==> src/rtl/stats_seq_engine.sv <==
// stats_seq_engine: sequences N memory reads from BASE_ADDR and produces
// max, min, sum and average of the block in one pass, with a restoring
// divider for the average and signed/unsigned compare selected per run.
module stats_seq_engine #(
  parameter int DATA_W  = 8,
  parameter int ADDR_W  = 8,
  parameter int CNT_W   = 8,
  parameter int MEM_LAT = 1
) (
  input  logic                    CLK,
  input  logic                    RESET,
  input  logic                    START,
  input  logic                    SIGNED_MODE,
  input  logic [ADDR_W-1:0]       BASE_ADDR,
  input  logic [CNT_W-1:0]        COUNT,
  output logic [ADDR_W-1:0]       MEM_ADDR,
  output logic                    MEM_RD,
  input  logic [DATA_W-1:0]       MEM_DATA,
  output logic                    BUSY,
  output logic                    DONE,
  output logic                    ERR,
  output logic [DATA_W-1:0]       MAX_OUT,
  output logic [DATA_W-1:0]       MIN_OUT,
  output logic [DATA_W+CNT_W-1:0] SUM_OUT,
  output logic [DATA_W-1:0]       AVG_OUT
);

  localparam int SUM_W  = DATA_W + CNT_W;
  localparam int DCNT_W = $clog2(SUM_W + 1);

  typedef enum logic [2:0] {IDLE, ISSUE, WAIT, ACC, DIV, FIN} state_t;

  state_t state, state_nxt;

  // control state
  logic              err_flag;
  logic              first;
  logic [CNT_W-1:0]  cnt;
  logic [1:0]        wait_cnt;
  logic [DCNT_W-1:0] div_cnt;

  // datapath state
  logic                    sgn;
  logic [CNT_W-1:0]        n_div;
  logic [DATA_W-1:0]       acc_max;
  logic [DATA_W-1:0]       acc_min;
  logic signed [SUM_W-1:0] acc_sum;
  logic [SUM_W-1:0]        quo;
  logic [CNT_W-1:0]        rem;
  logic                    neg;

  // combinational datapath results
  logic signed [SUM_W-1:0] data_ext;
  logic signed [SUM_W-1:0] sum_nxt;
  logic [DATA_W-1:0]       max_nxt;
  logic [DATA_W-1:0]       min_nxt;
  logic [CNT_W:0]          rem_sh;
  logic                    sub_ok;
  logic [CNT_W-1:0]        rem_nxt;
  logic [SUM_W-1:0]        quo_nxt;
  logic                    last_elem;
  logic                    div_last;

  // Widen an element to the accumulator width, honouring the compare mode.
  function automatic logic signed [SUM_W-1:0] extend(input logic [DATA_W-1:0] d,
                                                      input logic s);
    return s ? {{CNT_W{d[DATA_W-1]}}, d} : {{CNT_W{1'b0}}, d};
  endfunction

  // a > b under signed or unsigned interpretation.
  function automatic logic greater(input logic [DATA_W-1:0] a,
                                   input logic [DATA_W-1:0] b,
                                   input logic s);
    if (s) return $signed(a) > $signed(b);
    return a > b;
  endfunction

  // Absolute value of the sum in signed mode; raw value otherwise.
  function automatic logic [SUM_W-1:0] magnitude(input logic [SUM_W-1:0] v,
                                                 input logic s);
    return (s && v[SUM_W-1]) ? -v : v;
  endfunction

  // Restore the sign of the quotient (truncation toward zero).
  function automatic logic [DATA_W-1:0] apply_sign(input logic [DATA_W-1:0] m,
                                                   input logic n);
    return n ? -m : m;
  endfunction

  // Element accumulate and one restoring-division step.
  always_comb begin
    data_ext  = extend(MEM_DATA, sgn);
    sum_nxt   = first ? data_ext : acc_sum + data_ext;
    max_nxt   = (first || greater(MEM_DATA, acc_max, sgn)) ? MEM_DATA : acc_max;
    min_nxt   = (first || greater(acc_min, MEM_DATA, sgn)) ? MEM_DATA : acc_min;
    rem_sh    = {rem, quo[SUM_W-1]};
    sub_ok    = rem_sh >= {1'b0, n_div};
    rem_nxt   = sub_ok ? CNT_W'(rem_sh - {1'b0, n_div}) : rem_sh[CNT_W-1:0];
    quo_nxt   = {quo[SUM_W-2:0], sub_ok};
    last_elem = (cnt == CNT_W'(1));
    div_last  = (div_cnt == DCNT_W'(SUM_W - 1));
  end

  // FSM state register.
  always_ff @(posedge CLK) begin
    if (!RESET) state <= IDLE;
    else        state <= state_nxt;
  end

  // FSM next-state and state-decoded strobes.
  always_comb begin
    state_nxt = state;
    MEM_RD    = 1'b0;
    BUSY      = 1'b0;
    DONE      = 1'b0;
    ERR       = 1'b0;
    case (state)
      IDLE: begin
        if (START) state_nxt = (COUNT == '0) ? FIN : ISSUE;
      end
      ISSUE: begin
        MEM_RD    = 1'b1;
        BUSY      = 1'b1;
        state_nxt = (MEM_LAT == 1) ? ACC : WAIT;
      end
      WAIT: begin
        BUSY = 1'b1;
        if (wait_cnt == 2'(MEM_LAT - 2)) state_nxt = ACC;
      end
      ACC: begin
        BUSY      = 1'b1;
        state_nxt = last_elem ? DIV : ISSUE;
      end
      DIV: begin
        BUSY = 1'b1;
        if (div_last) state_nxt = FIN;
      end
      FIN: begin
        DONE      = 1'b1;
        ERR       = err_flag;
        state_nxt = IDLE;
      end
      default: state_nxt = IDLE;
    endcase
  end

  // Control registers, address sequencing and result outputs.
  always_ff @(posedge CLK) begin
    if (!RESET) begin
      MEM_ADDR <= '0;
      MAX_OUT  <= '0;
      MIN_OUT  <= '0;
      SUM_OUT  <= '0;
      AVG_OUT  <= '0;
      err_flag <= 1'b0;
      first    <= 1'b0;
      cnt      <= '0;
      wait_cnt <= '0;
      div_cnt  <= '0;
    end else begin
      case (state)
        IDLE: begin
          if (START) begin
            cnt      <= COUNT;
            first    <= 1'b1;
            err_flag <= (COUNT == '0);
            if (COUNT == '0) begin
              MAX_OUT <= '0;
              MIN_OUT <= '0;
              SUM_OUT <= '0;
              AVG_OUT <= '0;
            end else begin
              MEM_ADDR <= BASE_ADDR;
            end
          end
        end
        ISSUE: wait_cnt <= '0;
        WAIT:  wait_cnt <= wait_cnt + 1'b1;
        ACC: begin
          first   <= 1'b0;
          cnt     <= cnt - 1'b1;
          div_cnt <= '0;
          if (!last_elem) MEM_ADDR <= MEM_ADDR + 1'b1;
        end
        DIV: begin
          div_cnt <= div_cnt + 1'b1;
          if (div_last) begin
            MAX_OUT <= acc_max;
            MIN_OUT <= acc_min;
            SUM_OUT <= acc_sum;
            AVG_OUT <= apply_sign(quo_nxt[DATA_W-1:0], neg);
          end
        end
        default: ;
      endcase
    end
  end

  // Datapath registers: latched mode/count, accumulators and divider.
  always_ff @(posedge CLK) begin
    case (state)
      IDLE: begin
        if (START) begin
          sgn   <= SIGNED_MODE;
          n_div <= COUNT;
        end
      end
      ACC: begin
        acc_max <= max_nxt;
        acc_min <= min_nxt;
        acc_sum <= sum_nxt;
        if (last_elem) begin
          quo <= magnitude(sum_nxt, sgn);
          rem <= '0;
          neg <= sgn & sum_nxt[SUM_W-1];
        end
      end
      DIV: begin
        quo <= quo_nxt;
        rem <= rem_nxt;
      end
      default: ;
    endcase
  end

endmodule
==> config.mk <==
export PLATFORM = sky130hd
export DESIGN_NAME = stats_seq_engine
export DESIGN_NICKNAME = d
export VERILOG_FILES = /design/src/rtl/stats_seq_engine.sv
export SDC_FILE = /design/constraint.sdc
export NUM_CORES = 1
export LEC_CHECK = 0
export ABC_CLOCK_PERIOD_IN_PS = 6750
export BUFFER_PORTS_ARGS = -buffer_cell sky130_fd_sc_hd__buf_2
export CELL_PAD_IN_SITES_DETAIL_PLACEMENT = 1
export CELL_PAD_IN_SITES_GLOBAL_PLACEMENT = 2
export CORE_ASPECT_RATIO = 1.25
export CORE_MARGIN = 2
export CORE_UTILIZATION = 30
export DETAILED_ROUTE_END_ITERATION = 12
export GPL_TIMING_DRIVEN = 0
export PLACE_DENSITY_LB_ADDON = 0.3
export RECOVER_POWER = 25
export SYNTH_ARGS = -nofsm -noshare
export SYNTH_HDL_FRONTEND = slang
export SYNTH_SLANG_ARGS = --single-unit
==> constraint.sdc <==
create_clock -name CLK -period 6.75 [get_ports CLK]
set_input_delay 0.3375 -clock CLK [delete_from_list [all_inputs] [get_ports CLK]]
set_output_delay 0.3375 -clock CLK [all_outputs]
set_load 0.005 [all_outputs]
==> metrics.csv <==
stage,metric,value,unit
outcome,outcome,finished clean,
routing,totalWireLength,23.4,mm
cells_and_area,fin_nets,986,
die,io_pins,80,
power_and_ir_drop,p_clk_share,39.9,%
power_and_ir_drop,pwr-share-seq,39.1,%
yosys,synth.cell_area,0.00789,mm2
routing,drt_iter0_drc,293,
sta,tightest_slew,1.05,ns
clocking,insertion_delay,0.43,ns
global_routing,grt_pass1_vias,6777,
sta,slew_headroom,29.5,%
power_and_ir_drop,switchingPower,714,uW
clocking,cts_inserted_buffers,17,
die,rows,66,
yosys,synth.distinct_cells,90,
cells_and_area,drive_gt1_share,14.1,%
clocking,clkTransAtPathRegs,0.07,ns
routing,firstDrtPassIters,4,
die,initial_core_util,30.4,%
sta,hold_slack,0.0929,ns
clocking,hold_buffers,0,
critical_path,end_kind,register,
routing,num_vias,6490,
placed_design,globalplace.congestion,0.783,
placed_design,dp_hpwl,17.4,mm
cells_and_area,design_area,0.00927,mm2
cells_and_area,synthToLayoutAreaGrowth,17.5,%
critical_path,required,7.07,ns
yosys,synth_edf_count,66,
die,chipHeight,185,um
yosys,synth_fp_nets,889,
clocking,cts_root_buf,clkbuf_16,
cells_and_area,nFillCells,3029,
power_and_ir_drop,total_power,2.40,mW
clocking,cts_setup_buffers,0,
die,coreArea,0.0259,mm2
cells_and_area,finalNonFillerCells,1270,
yosys,ys_warn_count,0,
yosys,ys.flop_type,dfxtp_1,
sta,timing.fmax,0.290,GHz
clocking,cts_resized,0,
sta,setup_viol,0,
global_routing,antenna_found_initial,1,
placed_design,dpl_cell_area,0.00871,mm2
sta,tns,0,ns
routing,wire_per_inst,18.4,um
critical_path,startpoint_type,register,
yosys,synth_top_area_share,25.1,%
placed_design,port_buffers,78,
sta,rsz0062_at_grt,no,
yosys,seq_area_frac_synth,42.4,%
routing,ant_nets,0,
global_routing,grt_pass1_wl,37.2,mm
sta,fin_skew,0.0130,ns
yosys,synthCells,819,
power_and_ir_drop,power_density,259,mW/mm2
yosys,syn_avg_cell_area,9.63,um2
critical_path,critPathKind,register to register,
sta,fin_crit,3.45,ns
power_and_ir_drop,combPwrFrac,21.0,%
global_routing,grt.overflow.total,0,
power_and_ir_drop,p_int,1.69,mW
yosys,synth_area_leaders,"edfxtp_1 25%, dfxtp_1 17%, ha_1 6.3%",
clocking,cts.sinks,134,
placed_design,post-place-cells,1237,
critical_path,crit_fanout,10,
sta,finalCritPeriodShare,51.1,%
routing,avgViaCountPerCell,5.11,
power_and_ir_drop,switching_share,29.7,%
flow_run,drv_cap,0,
power_and_ir_drop,irDropWorstVdd,167,uV
routing,drc,0,
worst_hold_path,holdCritPathClass,primary input to register,
global_routing,track_usage,17.5,%
clocking,max-clock-path-buffers,2,
die,die_w,149,um
global_routing,grt_max_degree,26,
sta,final-max-slew-violation-count,0,
sta,hold_viol_final,0,
power_and_ir_drop,p_leak,3.58,nW
yosys,synth_seq_cells,134,
yosys,post-synth-top-area-cell,edfxtp_1,
clocking,cts_tree,yes,
die,die_area,0.0276,mm2
critical_path,arrival,3.77,ns
clocking,htreeDepth,4,
yosys,async_flop_share,0,%
==> power by group through the flow <==
stage          Clock, mW  Sequential (mW)  Combinational [mW]
3_5_place_dp           0            0.956               0.511
2_1_floorplan          0            0.948               0.375
4_1_cts            0.987            0.939               0.515
6_report           0.958            0.939               0.506
5_1_grt             1.01            0.944               0.568
3_3_place_gp           0            0.956               0.506
==> state kept, by name (all words and copies together), names as in the netlist, 8 cells and up <==
name	count
AVG_OUT	8
MAX_OUT	8
MEM_ADDR	8
MIN_OUT	8
SUM_OUT	16
acc_max	8
acc_min	8
acc_sum	16
cnt	8
n_div	8
quo	16
rem	8
==> cell type report <==
| cell class | count | area [um2] | area share, % |
|---|---|---|---|
| diodes | 1 | 2.50 | 0.0270 |
| plain buffers | 47 | 290 | 3.13 |
| clock buffers | 22 | 474 | 5.12 |
| clock inverters | 10 | 119 | 1.28 |
| inverters | 46 | 173 | 1.86 |
| multi-input cells | 592 | 4080 | 44.1 |
| flip-flops and latches | 134 | 3340 | 36.1 |
| well taps | 340 | 425 | 4.59 |
| repair buffers | 78 | 355 | 3.83 |
==> cell usage after synthesis, types with 4 or more instances <==
library cell / n
o22ai_1: 4
and3_1: 10
a21oi_1: 51
xnor2_1: 24
xor2_1: 12
inv_1: 45
clkbuf_1: 30
mux2i_1: 4
nor3b_1: 7
clkbuf_8: 6
a211oi_1: 9
nand3_1: 18
a22oi_1: 38
a211oi_2: 4
nand3b_1: 5
edfxtp_1: 66
o21ai_0: 37
o211ai_1: 5
nand4_1: 10
nor3_1: 14
dfxtp_1: 68
o31ai_1: 6
and2_1: 11
ha_1: 40
o21ai_1: 4
a21o_1: 11
nor2b_1: 56
nor2_1: 64
nand2_1: 56
o21a_1: 8
nand2b_1: 6
a21boi_0: 7
==> cell usage in the layout, fill, tap and decap left out, types with 11 or more instances in the layout <==
| cell type | synthesis | routed |
|---|---|---|
| nor3_1 | 14 | 14 |
| clkbuf_1 | 30 | 59 |
| a21oi_1 | 51 | 51 |
| inv_1 | 45 | 45 |
| dfxtp_1 | 68 | 68 |
| a21o_1 | 11 | 11 |
| nor2_1 | 64 | 64 |
| nor2b_1 | 56 | 56 |
| ha_1 | 40 | 40 |
| nand3_1 | 18 | 18 |
| a22oi_1 | 38 | 38 |
| o21ai_0 | 37 | 37 |
| edfxtp_1 | 66 | 66 |
| and2_1 | 11 | 11 |
| xor2_1 | 12 | 12 |
| xnor2_1 | 24 | 24 |
| buf_2 | 2 | 52 |
| clkbuf_16 | 0 | 17 |
| nand2_1 | 56 | 56 |
==> logic make-up after synthesis <==
logic type                 count (synthesis)  synth area share (%)
muxes                                      8                  1.17
buffers and inverters                     93                  5.85
DFF                                      134                  42.4
AOI/OAI and AO/OA                        228                  20.7
adders and majority gates                 42                  6.85
xor gates and xnor gates                  38                  4.65
and+or+nand+nor                          276                  18.4
==> final timing paths <==
path	slack, ns	cells past startpoint	end	from
max	3.30	14	AVG_OUT[6]	rem[4]
min	0.09	1	sgn	SIGNED_MODE
max reg2reg	3.30	14	AVG_OUT[6]	rem[4]
min reg2reg	0.51	2	AVG_OUT[3]	AVG_OUT[3]
==> per-stage QoR <==
step | util (%) | setup WS [ns]
final | 35.7 | 3.30
after global routing | 35.7 | 2.92
after CTS | 35.9 | 3.25
after global placement | 33.6 | 3.27
after detailed placement | 33.6 | 3.28
after floorplan | - | 3.84
==> per-layer routing <==
layer | global-route usage [%] | up-vias | routed length [um]
met5 | 0 | - | 0
met4 | 5.45 | 0 | 407
met3 | 3.20 | 25 | 654
met2 | 32.2 | 97 | 12000
met1 | 20.3 | 3196 | 10400
li1 | - | 3172 | -
==> critical path: stages, from the launching register on <==
cell and delay, ns:
edfxtp_1 0.41, ha_1 0.41, and3_1 0.21, a41o_1 0.20, a21oi_1 0.07, o21ai_0 0.37, a31o_2 0.25, clkbuf_1 0.38
inv_1 0.25, ha_1 0.23, inv_1 0.09, o21ai_0 0.11, xnor2_1 0.15, a22oi_1 0.14, nor2b_1 0.06
Note: power is estimated with default switching activity, not from simulation.
